===== src/rtl/up_down_counter_mod.sv =====
// up_down_counter_mod: up/down counter over 0..MOD_MAX with programmable step,
// wrap or saturate boundary handling, synchronous load, count enable,
// boundary decode, and overflow/underflow event pulses with sticky flags.
module up_down_counter_mod #(
  parameter int unsigned WIDTH     = 4,
  parameter int unsigned MOD_MAX   = 2**WIDTH-1,
  parameter int unsigned RESET_VAL = 0
) (
  input  logic             clk,
  input  logic             reset,
  input  logic             en,
  input  logic             upordown,
  input  logic [WIDTH-1:0] step,
  input  logic             sat_mode,
  input  logic             load,
  input  logic [WIDTH-1:0] load_val,
  input  logic             clr_flags,
  output logic [WIDTH-1:0] count,
  output logic             at_max,
  output logic             at_min,
  output logic             ovf,
  output logic             unf,
  output logic             ovf_sticky,
  output logic             unf_sticky
);

  // Arithmetic runs one bit wider than the count so sums never truncate.
  localparam logic [WIDTH:0]   C_MAX   = (WIDTH+1)'(MOD_MAX);
  localparam logic [WIDTH:0]   C_WRAP  = (WIDTH+1)'(MOD_MAX + 1);
  localparam logic [WIDTH-1:0] C_MAX_W = WIDTH'(MOD_MAX);
  localparam logic [WIDTH-1:0] C_RST   = WIDTH'(RESET_VAL);

  logic [WIDTH-1:0] r_count;
  logic             r_ovf;
  logic             r_unf;
  logic             r_ovf_sticky;
  logic             r_unf_sticky;

  logic [WIDTH:0]   w_cnt_ext;
  logic [WIDTH:0]   w_s_ext;
  logic [WIDTH:0]   w_sum;
  logic [WIDTH-1:0] w_count_nxt;
  logic             w_ovf_nxt;
  logic             w_unf_nxt;

  // Widened operands: count, step clamped to MOD_MAX, and their sum.
  always_comb begin
    w_cnt_ext = {1'b0, r_count};
    w_s_ext   = ({1'b0, step} > C_MAX) ? C_MAX : {1'b0, step};
    w_sum     = w_cnt_ext + w_s_ext;
  end

  // Next count and event selection: load beats enable beats hold.
  always_comb begin
    w_count_nxt = r_count;
    w_ovf_nxt   = 1'b0;
    w_unf_nxt   = 1'b0;
    if (load) begin
      w_count_nxt = ({1'b0, load_val} > C_MAX) ? C_MAX_W : load_val;
    end else if (en) begin
      if (upordown) begin
        if (w_sum > C_MAX) begin
          w_ovf_nxt   = 1'b1;
          w_count_nxt = sat_mode ? C_MAX_W : WIDTH'(w_sum - C_WRAP);
        end else begin
          w_count_nxt = WIDTH'(w_sum);
        end
      end else begin
        if (w_s_ext > w_cnt_ext) begin
          w_unf_nxt   = 1'b1;
          w_count_nxt = sat_mode ? '0 : WIDTH'(w_cnt_ext + C_WRAP - w_s_ext);
        end else begin
          w_count_nxt = WIDTH'(w_cnt_ext - w_s_ext);
        end
      end
    end
  end

  // Count, event pulses and sticky flags; a new event beats clr_flags.
  always_ff @(posedge clk or negedge reset) begin
    if (!reset) begin
      r_count      <= C_RST;
      r_ovf        <= 1'b0;
      r_unf        <= 1'b0;
      r_ovf_sticky <= 1'b0;
      r_unf_sticky <= 1'b0;
    end else begin
      r_count      <= w_count_nxt;
      r_ovf        <= w_ovf_nxt;
      r_unf        <= w_unf_nxt;
      r_ovf_sticky <= (r_ovf_sticky & ~clr_flags) | w_ovf_nxt;
      r_unf_sticky <= (r_unf_sticky & ~clr_flags) | w_unf_nxt;
    end
  end

  // Boundary decode looks at the registered count only.
  always_comb begin
    count      = r_count;
    at_max     = (r_count == C_MAX_W);
    at_min     = (r_count == '0);
    ovf        = r_ovf;
    unf        = r_unf;
    ovf_sticky = r_ovf_sticky;
    unf_sticky = r_unf_sticky;
  end

endmodule


===== config.mk =====
export PLATFORM = sky130hd
export DESIGN_NAME = up_down_counter_mod
export DESIGN_NICKNAME = d
export VERILOG_FILES = /design/src/rtl/up_down_counter_mod.sv
export SDC_FILE = /design/constraint.sdc
export NUM_CORES = 1
export LEC_CHECK = 0
export CORE_MARGIN = 2
export CORE_UTILIZATION = 30
export DETAILED_ROUTE_END_ITERATION = 12
export PLACE_DENSITY = 0.63
export SLEW_MARGIN = 15
export SYNTH_ARGS = -nofsm -noshare
export SYNTH_HDL_FRONTEND = slang
export SYNTH_SLANG_ARGS = --single-unit

===== constraint.sdc =====
create_clock -name clk -period 3 [get_ports clk]
set_clock_uncertainty 0.2 [all_clocks]
set_input_delay 0.9 -clock clk [delete_from_list [all_inputs] [get_ports clk]]
set_output_delay 0.9 -clock clk [all_outputs]
set_load 0.005 [all_outputs]

# After elaboration in Yosys (flattened, before gate mapping)
# Cells that the tools add are included.
# totals
ff_bits	8
out_inout_bits	10
# op_classes
n_eq_ne	1
add_sub_neg	5
n_reduce_logical	2
n_lt_le_gt_ge	2
n_mux	15
bitwise_logic	5
# ops
operator	count
4-bit 2-to-1 mux	7
1-bit 2-to-1 mux	8
4-bit subtractor	2
4-bit by 4-bit adder with 5-bit output	1
5-bit by 4-bit > comparator with 1-bit output (second input constant)	1
4-bit by 1-bit adder with 4-bit output (second input constant)	1
4-bit == test (second input constant)	1
4-bit > comparator	1
4-bit logical NOT	1
4-bit by 1-bit subtractor with 4-bit output (second input constant)	1
1-bit AND	2
1-bit OR	2
2-bit nonzero test	1
1-bit NOT	1

# Longest topological paths before layout
# depth
word_depth	7
ltp_mapped	8
depth_no_buf	8

# Worst setup path before layout
# Ideal clock, no wire load.
# synth_timing
kind	input to register
startpoint	input step[0]
endpoint	register r_count[2], in the netlist count[2]
t_required_ns	2.666
n_path_buf	0
path_slack_ns	0.653
t_arrival_ns	2.013
stages	7
cell_sequence	ha_1 inv_1 fa_1 a21oi_1 o21ai_0 a32oi_1 a21oi_1
# synth_between
elab_chain_cells	7
elab_cells_between_ends	13
classes_between	add/sub (4); order compare (2); mux (7)
# synth_rtl
item	line	text
start: declaration	13	input logic [WIDTH-1:0] step,
4-bit by 4-bit adder with 5-bit output	50	w_sum = w_cnt_ext + w_s_ext;
4-bit by 1-bit subtractor with 4-bit output	64	w_count_nxt = sat_mode ? C_MAX_W : WIDTH'(w_sum - C_WRAP);
4-bit 2-to-1 mux	64	
4-bit 2-to-1 mux	62	if (w_sum > C_MAX) begin
4-bit 2-to-1 mux *	61	if (upordown) begin
4-bit 2-to-1 mux *	60	end else if (en) begin
4-bit 2-to-1 mux *	58	if (load) begin
end signal: assignment	88	r_count <= w_count_nxt;
end: declaration	33	logic [WIDTH-1:0] r_count;
# Every way passes the cells marked *; elsewhere a longest branch is shown, timed or not. The select of a mux whose other input is x is not followed.
# A chain may end at the register's enable or synchronous reset.

# Worst setup path after layout
# Same ends and word-level chain as after synthesis.

==> flow_summary_export.csv <==
group,metric,value,unit
timing,post-route-min-period,2799,ps
cells_and_area,syn_to_final_growth,41.71,%
grt,gr-total-overflow,0,
timing,setup_ws,200.6,ps
placed_design,port-buffer-count,24,
grt,grt_first_pass_wirelength,2470,µm
power,p_total,0.4199,mW
min_path,min_to,"unf_sticky$_DFF_PN0_",
timing,slew_viol_final,0,
cts,clk_pin_slew_worst_paths,50,ps
worst_setup_path,cp_max_fo,3,
yosys,syn_area_per_cell,8.851,µm²
grt,antenna_found_initial,0,
route,vias_per_cell,5.044,
grt,grt_use_total,11.79,%
die,ioPinCount,25,
route,drc,0,
cts,h-tree-depth,1,
job,max-cap-violations,0,
power,p_per_area,413.3,mW/mm²
cts,cts_tree,"built",
yosys,ys_ff_latch,8,
yosys,synth_cell_type_count,32,
cells_and_area,num-nets-final,135,
timing,hold_violations,0,
timing,max_freq,0.3572,GHz
yosys,synth-seq-area-share,27.92,%
route,drtAntennaViolNets,0,
timing,setup_violations,0,
placed_design,pre_cts_ws,-27.72,ps
die,initial_core_util,32.10,%
route,drtPass1Iterations,4,
cts,clock_path_buffers,2,
yosys,syn-num-nets,106,
cts,ctsHoldBuffers,0,
timing,relSlewSlack,77.38,%
cts,cts_buffers,3,
timing,period_share,93.31,%
die,die_w,52.89,µm
worst_setup_path,setup.worst_path.class,"primary input to flop",
worst_setup_path,endpoint_kind,"flop",
route,first_iter_violations,12,
worst_setup_path,r2r_end,"count[2]$_DFFE_PN0P_",
route,routed_wl,1540,µm
placed_design,globalplace.congestion,0.8059,
grt,grt_pass1_vias,537,
cts,clk_latency,240,ps
die,die-area,0.002797,mm²
die,core,0.002233,mm²
placed_design,dp_hpwl,1324,µm
timing,rsz0062_at_grt,"false",
timing,worst_pin_slew,336.5,ps
min_path,hold_class,"flop to flop",
cells_and_area,fillers,236,
power,peakVddDrop,186.4,µV
grt,grt_max_degree,12,
die,std_cell_rows,17,
worst_setup_path,timing.rr.start,"count[0]$_DFFE_PN0P_",
cells_and_area,antennaDiodeCount,0,
power,leakagePower,0.4461,nW
worst_setup_path,reg2reg_slack,860,ps
worst_setup_path,reg2reg_depth,8,
min_path,min_from,"unf_sticky$_DFF_PN0_",
cts,cts_sinks,8,
cts,cts_resized,0,
cells_and_area,final_layout_size_suffix_gt1_share,6.481,%
cts,post_cts_buffers,0,
die,dieHeight,52.89,µm
min_path,holdPathStages,1,
yosys,yosys_warnings,0,
timing,fin_tns_setup,0,ps
worst_setup_path,required,2910,ps
worst_setup_path,crit_arrival,2710,ps
route,vias,686,
cts,clockRootBuffer,"clkbuf_4",
yosys,syn_inst,81,
status,outcome,"finished, final reports clean",
route,routedWlPerCell,11.32,µm
yosys,synth_area,716.9,µm²
worst_setup_path,cp-start-kind,"primary input",
## per-stage QoR
step / area, µm² / hold slack [ps] / std cells / util [%]
6_report: 1016 / 277.2 / 136 / 45.49
5_1_grt: 1016 / 300.9 / 136 / 45.49
4_1_cts: 1016 / 283.4 / 136 / 45.49
3_5_place_dp: 993.5 / 271.9 / 133 / 44.48
3_3_place_gp: 993.5 / 263.9 / 133 / 44.48
2_1_floorplan: 716.9 / 277.2 / 81 / -
## worst max-delay path, stage by stage
cell             delay, ps
clkdlybuf4s50_1        490
ha_1                   180
inv_1                   60
fa_1                   410
a21oi_1                240
o21ai_0                150
a32oi_1                190
a21oi_1                 90
## flip-flops by register name, indices dropped and copies added (netlist names)
register and cells:
count 4, ovf 1, ovf_sticky 1, unf 1, unf_sticky 1
## synthesized netlist by cell type (all sizes together)
cell / number / area (µm²)
a21oi: 8 / 40.04
dfrtp: 8 / 200.2
ha: 8 / 100.1
inv: 8 / 30.03
nor2: 8 / 30.03
buf: 3 / 21.27
nand2: 3 / 11.26
nand2b: 3 / 18.77
nand3b: 3 / 22.52
o21ai: 3 / 15.01
a21o: 2 / 15.01
a31oi: 2 / 12.51
fa: 2 / 40.04
nor2b: 2 / 12.51
nor3b: 2 / 15.01
o31ai: 2 / 20.02
a211oi: 1 / 7.510
a311oi: 1 / 8.760
a32oi: 1 / 8.760
and4: 1 / 8.760
nor4: 1 / 6.260
o211a: 1 / 10.01
o211ai: 1 / 7.510
o21a: 1 / 7.510
o22ai: 1 / 6.260
o2bb2ai: 1 / 8.760
o311ai: 1 / 8.760
or2b: 1 / 7.510
or4: 1 / 7.510
xnor2: 1 / 8.760
## how the worst max path moves through the flow
stage	startpoint	endpoint	slack, ps
floorplan	step[0]	count[2]$_DFFE_PN0P_	650
global placement	step[0]	count[2]$_DFFE_PN0P_	-30
detailed placement	step[0]	count[2]$_DFFE_PN0P_	-30
CTS	step[0]	count[2]$_DFFE_PN0P_	210
global route	step[0]	count[2]$_DFFE_PN0P_	30
finish	step[0]	count[2]$_DFFE_PN0P_	200
## kinds of logic (layout without fill, tap and decap cells)
| family | Yosys count | after routing | share of synthesized area (%) |
|---|---|---|---|
| xor gates and xnor gates | 1 | 1 | 1.222 |
| DFF | 8 | 8 | 27.92 |
| AOI/OAI and AO/OA | 26 | 26 | 24.61 |
| buffers and inverters | 11 | 38 | 7.155 |
| adders and majority gates | 10 | 10 | 19.55 |
| and+or+nand+nor | 25 | 25 | 19.55 |
## final cells by class
cell class                 count  area, µm²  share of cell area [%]
timing repair buffer          27      262.8                   25.86
multi-input combinational     62      465.4                   45.81
inverter                       8      30.03                   2.956
tap                           28      35.03                   3.448
clock buffer                   3      22.52                   2.217
sequential                     8      200.2                   19.70
## power by group
| part | internal, mW | total (mW) | switching, mW |
|---|---|---|---|
| clock network | 0.0453 | 0.0754 | 0.0301 |
| logic | 0.110 | 0.205 | 0.0947 |
| registers | 0.123 | 0.140 | 0.0173 |
## placed cells by master, fill, tap and decap left out
cell type / Yosys / layout
clkdlybuf4s50_1: 0 / 24
inv_1: 8 / 8
a21oi_1: 8 / 8
nor2_1: 8 / 8
ha_1: 8 / 8
dfrtp_1: 8 / 8
nand2b_1: 3 / 3
o21ai_0: 3 / 3
nand3b_1: 3 / 3
nand2_1: 3 / 3
clkbuf_4: 0 / 3
buf_4: 0 / 3
a21o_1: 2 / 2
nor3b_1: 2 / 2
a31oi_1: 2 / 2
nor2b_1: 2 / 2
fa_1: 2 / 2
o2bb2ai_1: 1 / 1
and4_1: 1 / 1
nor4_1: 1 / 1
o211ai_1: 1 / 1
o211a_1: 1 / 1
o21a_1: 1 / 1
o31ai_2: 1 / 1
or2b_1: 1 / 1
xnor2_1: 1 / 1
a32oi_1: 1 / 1
o31ai_1: 1 / 1
a211oi_1: 1 / 1
a311oi_1: 1 / 1
o311ai_0: 1 / 1
or4_1: 1 / 1
o22ai_1: 1 / 1
## per-layer routing
metal | track usage, % | wire length [µm] | share of wire [%]
met1 | 18.07 | 737 | 48
met2 | 17.08 | 680 | 44
met3 | 1.977 | 104 | 6.8
met4 | 2.564 | 17 | 1.1
met5 | 0 | 0 | 0
(Power assumes the default switching activity.)
